`src/rtl/adder_pipe_nbit.sv`:
```
// adder_pipe_nbit
// Pipelined WIDTH-bit adder/subtractor with carry/borrow-in. The carry chain
// is broken into CHUNK-bit ripple segments, one register stage per segment,
// so a result appears NSTAGE = WIDTH/CHUNK cycles after acceptance.
//
// Ports:
//   clk        rising-edge clock
//   rst        synchronous active-high reset
//   A, B       WIDTH-bit operands
//   Cin        carry-in (Sub=0) or borrow-in (Sub=1)
//   Sub        0: A+B+Cin, 1: A-B-Cin
//   in_valid   operation presented
//   in_ready   block accepts this cycle (depends only on out_valid/out_ready)
//   Sum        low WIDTH bits of the result
//   Cout       carry out of the MSB (subtract: 1 = no borrow)
//   Ovf        two's-complement signed overflow
//   out_valid  Sum/Cout/Ovf hold a result
//   out_ready  downstream takes the result
module adder_pipe_nbit #(
  parameter int WIDTH = 16,
  parameter int CHUNK = 4
) (
  input  logic             clk,
  input  logic             rst,
  input  logic [WIDTH-1:0] A,
  input  logic [WIDTH-1:0] B,
  input  logic             Cin,
  input  logic             Sub,
  input  logic             in_valid,
  output logic             in_ready,
  output logic [WIDTH-1:0] Sum,
  output logic             Cout,
  output logic             Ovf,
  output logic             out_valid,
  input  logic             out_ready
);

  localparam int NSTAGE = (CHUNK >= 1) ? (WIDTH / CHUNK) : 1;

  // Reject configurations where the chunks do not tile the word exactly.
  if ((CHUNK < 1) ? 1'b1 : ((WIDTH % CHUNK) != 0)) begin : g_bad_cfg
    $error("adder_pipe_nbit: WIDTH must be a positive multiple of CHUNK");
  end

  // Whole pipeline advances together; it only stalls on a held result.
  logic en_s;
  logic [WIDTH-1:0] be_s;
  logic             ci_s;

  logic [WIDTH-1:0] sum_r;
  logic             cout_r;
  logic             ovf_r;
  logic             out_valid_r;

  assign en_s     = ~out_valid_r | out_ready;
  assign in_ready = en_s;

  // Subtract is folded in at capture: A - B - Cin == A + ~B + ~Cin.
  assign be_s = Sub ? ~B : B;
  assign ci_s = Sub ? ~Cin : Cin;

  assign Sum       = sum_r;
  assign Cout      = cout_r;
  assign Ovf       = ovf_r;
  assign out_valid = out_valid_r;

  // src_*_s[k] is what stage k works on: the raw inputs for stage 0, the
  // registers of stage k-1 otherwise. Upper operand chunks ride along
  // (skew delay) and finished low sum chunks are carried forward.
  logic [WIDTH-1:0] src_a_s   [NSTAGE];
  logic [WIDTH-1:0] src_be_s  [NSTAGE];
  logic [WIDTH-1:0] src_sum_s [NSTAGE];
  logic             src_c_s   [NSTAGE];
  logic             src_v_s   [NSTAGE];

  assign src_a_s[0]   = A;
  assign src_be_s[0]  = be_s;
  assign src_sum_s[0] = {WIDTH{1'b0}};
  assign src_c_s[0]   = ci_s;
  assign src_v_s[0]   = in_valid;

  for (genvar k = 0; k < NSTAGE; k++) begin : g_stage
    logic [CHUNK:0]   part_s;
    logic [WIDTH-1:0] sum_next_s;

    // Ripple-add this stage's chunk and merge it into the partial sum.
    always_comb begin
      part_s = {1'b0, src_a_s[k][k*CHUNK +: CHUNK]}
             + {1'b0, src_be_s[k][k*CHUNK +: CHUNK]}
             + {{CHUNK{1'b0}}, src_c_s[k]};
      sum_next_s = src_sum_s[k];
      sum_next_s[k*CHUNK +: CHUNK] = part_s[CHUNK-1:0];
    end

    if (k < NSTAGE - 1) begin : g_mid
      logic [WIDTH-1:0] a_r;
      logic [WIDTH-1:0] be_r;
      logic [WIDTH-1:0] psum_r;
      logic             c_r;
      logic             v_r;

      // Intermediate stage register: shifts on en, holds otherwise.
      always_ff @(posedge clk) begin
        if (rst) begin
          a_r    <= {WIDTH{1'b0}};
          be_r   <= {WIDTH{1'b0}};
          psum_r <= {WIDTH{1'b0}};
          c_r    <= 1'b0;
          v_r    <= 1'b0;
        end else if (en_s) begin
          a_r    <= src_a_s[k];
          be_r   <= src_be_s[k];
          psum_r <= sum_next_s;
          c_r    <= part_s[CHUNK];
          v_r    <= src_v_s[k];
        end
      end

      assign src_a_s[k+1]   = a_r;
      assign src_be_s[k+1]  = be_r;
      assign src_sum_s[k+1] = psum_r;
      assign src_c_s[k+1]   = c_r;
      assign src_v_s[k+1]   = v_r;
    end else begin : g_last
      // Final stage drives the output registers. The carry into the MSB is
      // recovered as a^b^s at that bit, so Ovf needs no extra carry tap.
      always_ff @(posedge clk) begin
        if (rst) begin
          sum_r       <= {WIDTH{1'b0}};
          cout_r      <= 1'b0;
          ovf_r       <= 1'b0;
          out_valid_r <= 1'b0;
        end else if (en_s) begin
          sum_r       <= sum_next_s;
          cout_r      <= part_s[CHUNK];
          ovf_r       <= src_a_s[k][WIDTH-1] ^ src_be_s[k][WIDTH-1]
                       ^ sum_next_s[WIDTH-1] ^ part_s[CHUNK];
          out_valid_r <= src_v_s[k];
        end
      end
    end
  end

endmodule

```
`config.mk`:
```
export PLATFORM = sky130hd
export DESIGN_NAME = adder_pipe_nbit
export DESIGN_NICKNAME = d
export VERILOG_FILES = /design/src/rtl/adder_pipe_nbit.sv
export SDC_FILE = /design/constraint.sdc
export NUM_CORES = 1
export LEC_CHECK = 0
export ABC_CLOCK_PERIOD_IN_PS = 2500
export CAP_MARGIN = 25
export CORE_MARGIN = 2
export CORE_UTILIZATION = 40
export CTS_BUF_LIST = sky130_fd_sc_hd__clkbuf_4 sky130_fd_sc_hd__clkbuf_8
export DETAILED_ROUTE_END_ITERATION = 12
export PLACE_DENSITY = 0.61
export SLEW_MARGIN = 10
export SYNTH_ARGS = -nofsm -noshare
export SYNTH_HDL_FRONTEND = slang
export SYNTH_SLANG_ARGS = --single-unit
```
`constraint.sdc`:
```
create_clock -name clk -period 2.5 [get_ports clk]
set_input_delay 0.5 -clock clk [delete_from_list [all_inputs] [get_ports clk]]
set_output_delay 0.5 -clock clk [all_outputs]
set_load 0.02 [all_outputs]
```
==> results.tsv <==
metric	value	unit
status	finished, final reports clean	
cell depth of the worst hold path	2	
startpoint types	input port	
count of cell types in the netlist	27	
DIE AREA	10800	um2
Wirelength per Cell	12.0	um
setup repair bufs after CTS	0	
Final Hold Vio Count	0	
crit-path max FO	3	
worst path arrival time	2.48	ns
# DRC	0	
Crit Reg-Reg Startpoint	g_stage[2].g_mid.a_r[12]	
number of clock sinks	97	
WS Path Type	input port to register	
Worst Skew	0.0118	ns
synth-to-layout area growth	21.2	%
GRT Util Overall	14.7	%
Worst path max stage delay	0.48	ns
DR vias	3102	
crit path cell chain	clkdlybuf4s50_1 -> xor2_1 -> fa_1 -> fa_1 -> a21o_1 -> a211oi_1 -> nor3_1	
worst hold endpoint	g_stage[1].g_mid.a_r[14]	
dpl hpwl	4800	um
Req. time, crit path	2.74	ns
Antenna Nets Post-Route	0	
Die Ht	104	um
number of flops mapped to enable cells by yosys	0	
FF-to-FF path depth	6	
total CTS buffers	9	
Power Dens Cells	645	nW/um2
number of global-route vias before repair	2976	
final hold slack	0.454	ns
Multi-input gate area	1870	um2
Port Buf Inserts	57	
ant diodes	0	
syn nets	525	
1st-iter DRT viols	77	
proportion of netlist area held by the largest area contributor	48.4	%
maximum root-to-sink buffer count	2	
internal power	2.33	mW
mapped cell area	4010	um2
most frequent cell after synthesis	nand2_1	
row count	36	
sequential share of the synthesized area	48.4	%
Slew headroom	61.4	%
Tightest Pin Transition	0.579	ns
post-synthesis area per instance	8.59	um2
hold path start	g_stage[1].g_mid.a_r[14]	
Final Cycle Share	89.7	%
largest net degree at the start of global routing	114	
layout cells sized above 1	5.47	%
initial antenna violation count	0	
clk slew on worst S/H paths	0.11	ns
LEAKAGE	1.90	nW
endpoints failing setup	0	
Sw Share	25.8	%
# resized after CTS	0	
clock latency on the worst-skew pair	0.36	ns
# nets final	565	
largest cells by area after synthesis	dfxtp_1 48%, nand2_1 13%, a21oi_1 9.2%	
fin crit period	2.24	ns
Gate Count Post-Synth	467	
part of the power in combinational logic	11.7	%
Psw	809	uW
CTS Root Cell	clkbuf_8	
CP max-delay cell	clkdlybuf4s50_1	
fill cell count	988	
register area	1940	um2
R2R Setup Slk	0.48	ns
flops & latches, synth	97	
commonest cells in the netlist	142 x nand2_1, 97 x dfxtp_1, 74 x a21oi_1, 24 x nor2_1, 20 x a211oi_1	
first-pass GRT wire length	13200	um
synth warn	0	
Worst Setup SP	Sub	
final wirelength	7720	um
predominant post-synthesis flop cell	dfxtp_1	
dominant cell type by area after synthesis	dfxtp_1	
ys async rst share	0	%
GRT overflow	0	
H-tree depth reported by CTS	3	
maximum vdd drop	0.276	mV
CP bufs+invs	1	
Max Clk Rate	0.446	GHz
Final Max Tran Viols	0	
CP Capture Type	register	
cts-stage hold buffer count	0	
FF-to-FF End	Ovf	
die width	104	um
Max Cap Viol	0	
Clk pwr share	34.0	%
Finished Core Util	49.7	%
vias per cell	4.81	
most frequent CP cell	fa_1	
Ports	58	
DRT Pass-1 Iters	4	
worst min-delay path class	register to register	
unrepaired setup endpoints after global routing	no	
core area	9770	um2
global placement routability congestion	0.735	
CTS tree	built	
Crit path max-delay family	adder cells	
Seq pwr share	54.3	%
Starting Density	41.0	%
-- layout make-up --
| cell class | count | area share, % |
|---|---|---|
| clock buffer | 9 | 2.55 |
| timing repair buffer | 63 | 13.4 |
| multi-input combinational | 332 | 38.6 |
| sequential | 97 | 40.0 |
| inverter | 4 | 0.335 |
| clock inverter | 7 | 1.75 |
| tap | 133 | 3.43 |
-- routing by layer --
metal	GRT usage [%]	vias to the layer above	wire [um]
li1	-	1623	-
met1	17.9	1427	3680
met2	25.5	42	3680
met3	2.57	10	233
met4	6.66	0	131
met5	0	-	0
-- logic make-up (layout without fill, tap and decap cells) --
family / Yosys count / count (layout) / share of synthesized area [%]
AND/OR/NAND/NOR: 183 / 183 / 18.6
AO/OA/AOI/OAI: 106 / 106 / 15.4
flip-flops: 97 / 97 / 48.4
buffers and inverters: 38 / 83 / 4.84
XOR/XNOR: 23 / 23 / 5.02
adder cells (fa/ha/maj): 20 / 20 / 7.74
-- state kept, by name, indices dropped and copies added, names as in the netlist --
register / count
Cout: 1
Ovf: 1
Sum: 16
g_stage.g_mid.a_r: 24
g_stage.g_mid.be_r: 24
g_stage.g_mid.c_r: 3
g_stage.g_mid.psum_r: 24
g_stage.g_mid.v_r: 3
out_valid: 1
-- how the worst max path moves through the flow --
stage                                 endpoint  slack [ns]  cells past startpoint
after floorplan           g_stage[0].g_mid.c_r        0.15                      8
after global placement    g_stage[0].g_mid.c_r       -0.13                      7
after detailed placement  g_stage[0].g_mid.c_r       -0.14                      7
after CTS                             in_ready        0.25                      4
after global routing                  in_ready        0.19                      4
final                     g_stage[0].g_mid.c_r        0.26                      7
-- per-stage QoR --
step	cell area [um2]	std cells	setup slack (ns)	setup TNS (ns)	total power, mW
finish	4860	645	0.257	0	3.14
global route	4860	645	0.193	0	3.29
CTS	4860	645	0.246	0	3.18
detailed placement	4650	629	-0.144	-0.323	2.11
global placement	4650	629	-0.130	-0.252	2.10
floorplan	4010	467	0.153	0	1.96
-- worst reg2reg max path, delay by kind of cell, from the launching register on --
kind                     cells  cell delay, ns
AO/OA/AOI/OAI                3            0.47
XOR/XNOR                     1            0.15
adder cells (fa/ha/maj)      2            0.92
flip-flops                   1            0.34
-- power groups by stage --
stage                     Sequential [mW]  Clock (mW)  Combinational [mW]
after floorplan                      1.74           0               0.224
final                                1.70        1.07               0.367
after global placement               1.74           0               0.363
after global routing                 1.72        1.16               0.415
after detailed placement             1.74           0               0.370
after CTS                            1.70        1.11               0.373
-- layout by cell type, fill, tap and decap left out --
master,count
xnor2_1,17
clkbuf_8,9
a21oi_2,2
nand3_1,3
nand4b_1,3
inv_8,1
clkdlybuf4s50_1,56
nor2b_4,1
nand2_1,142
fa_1,8
xor2_1,6
a21o_1,7
clkinv_4,1
dfxtp_1,97
o21ai_0,1
buf_4,4
a21oi_1,74
nand3b_1,4
nor3_1,2
bufinv_16,1
inv_6,4
clkinv_2,1
a211oi_2,1
ha_1,12
a211oi_1,20
or4_1,3
o31ai_1,1
nor2b_1,1
inv_1,3
buf_12,3
nor2_1,24
(Power assumes the default switching activity.)
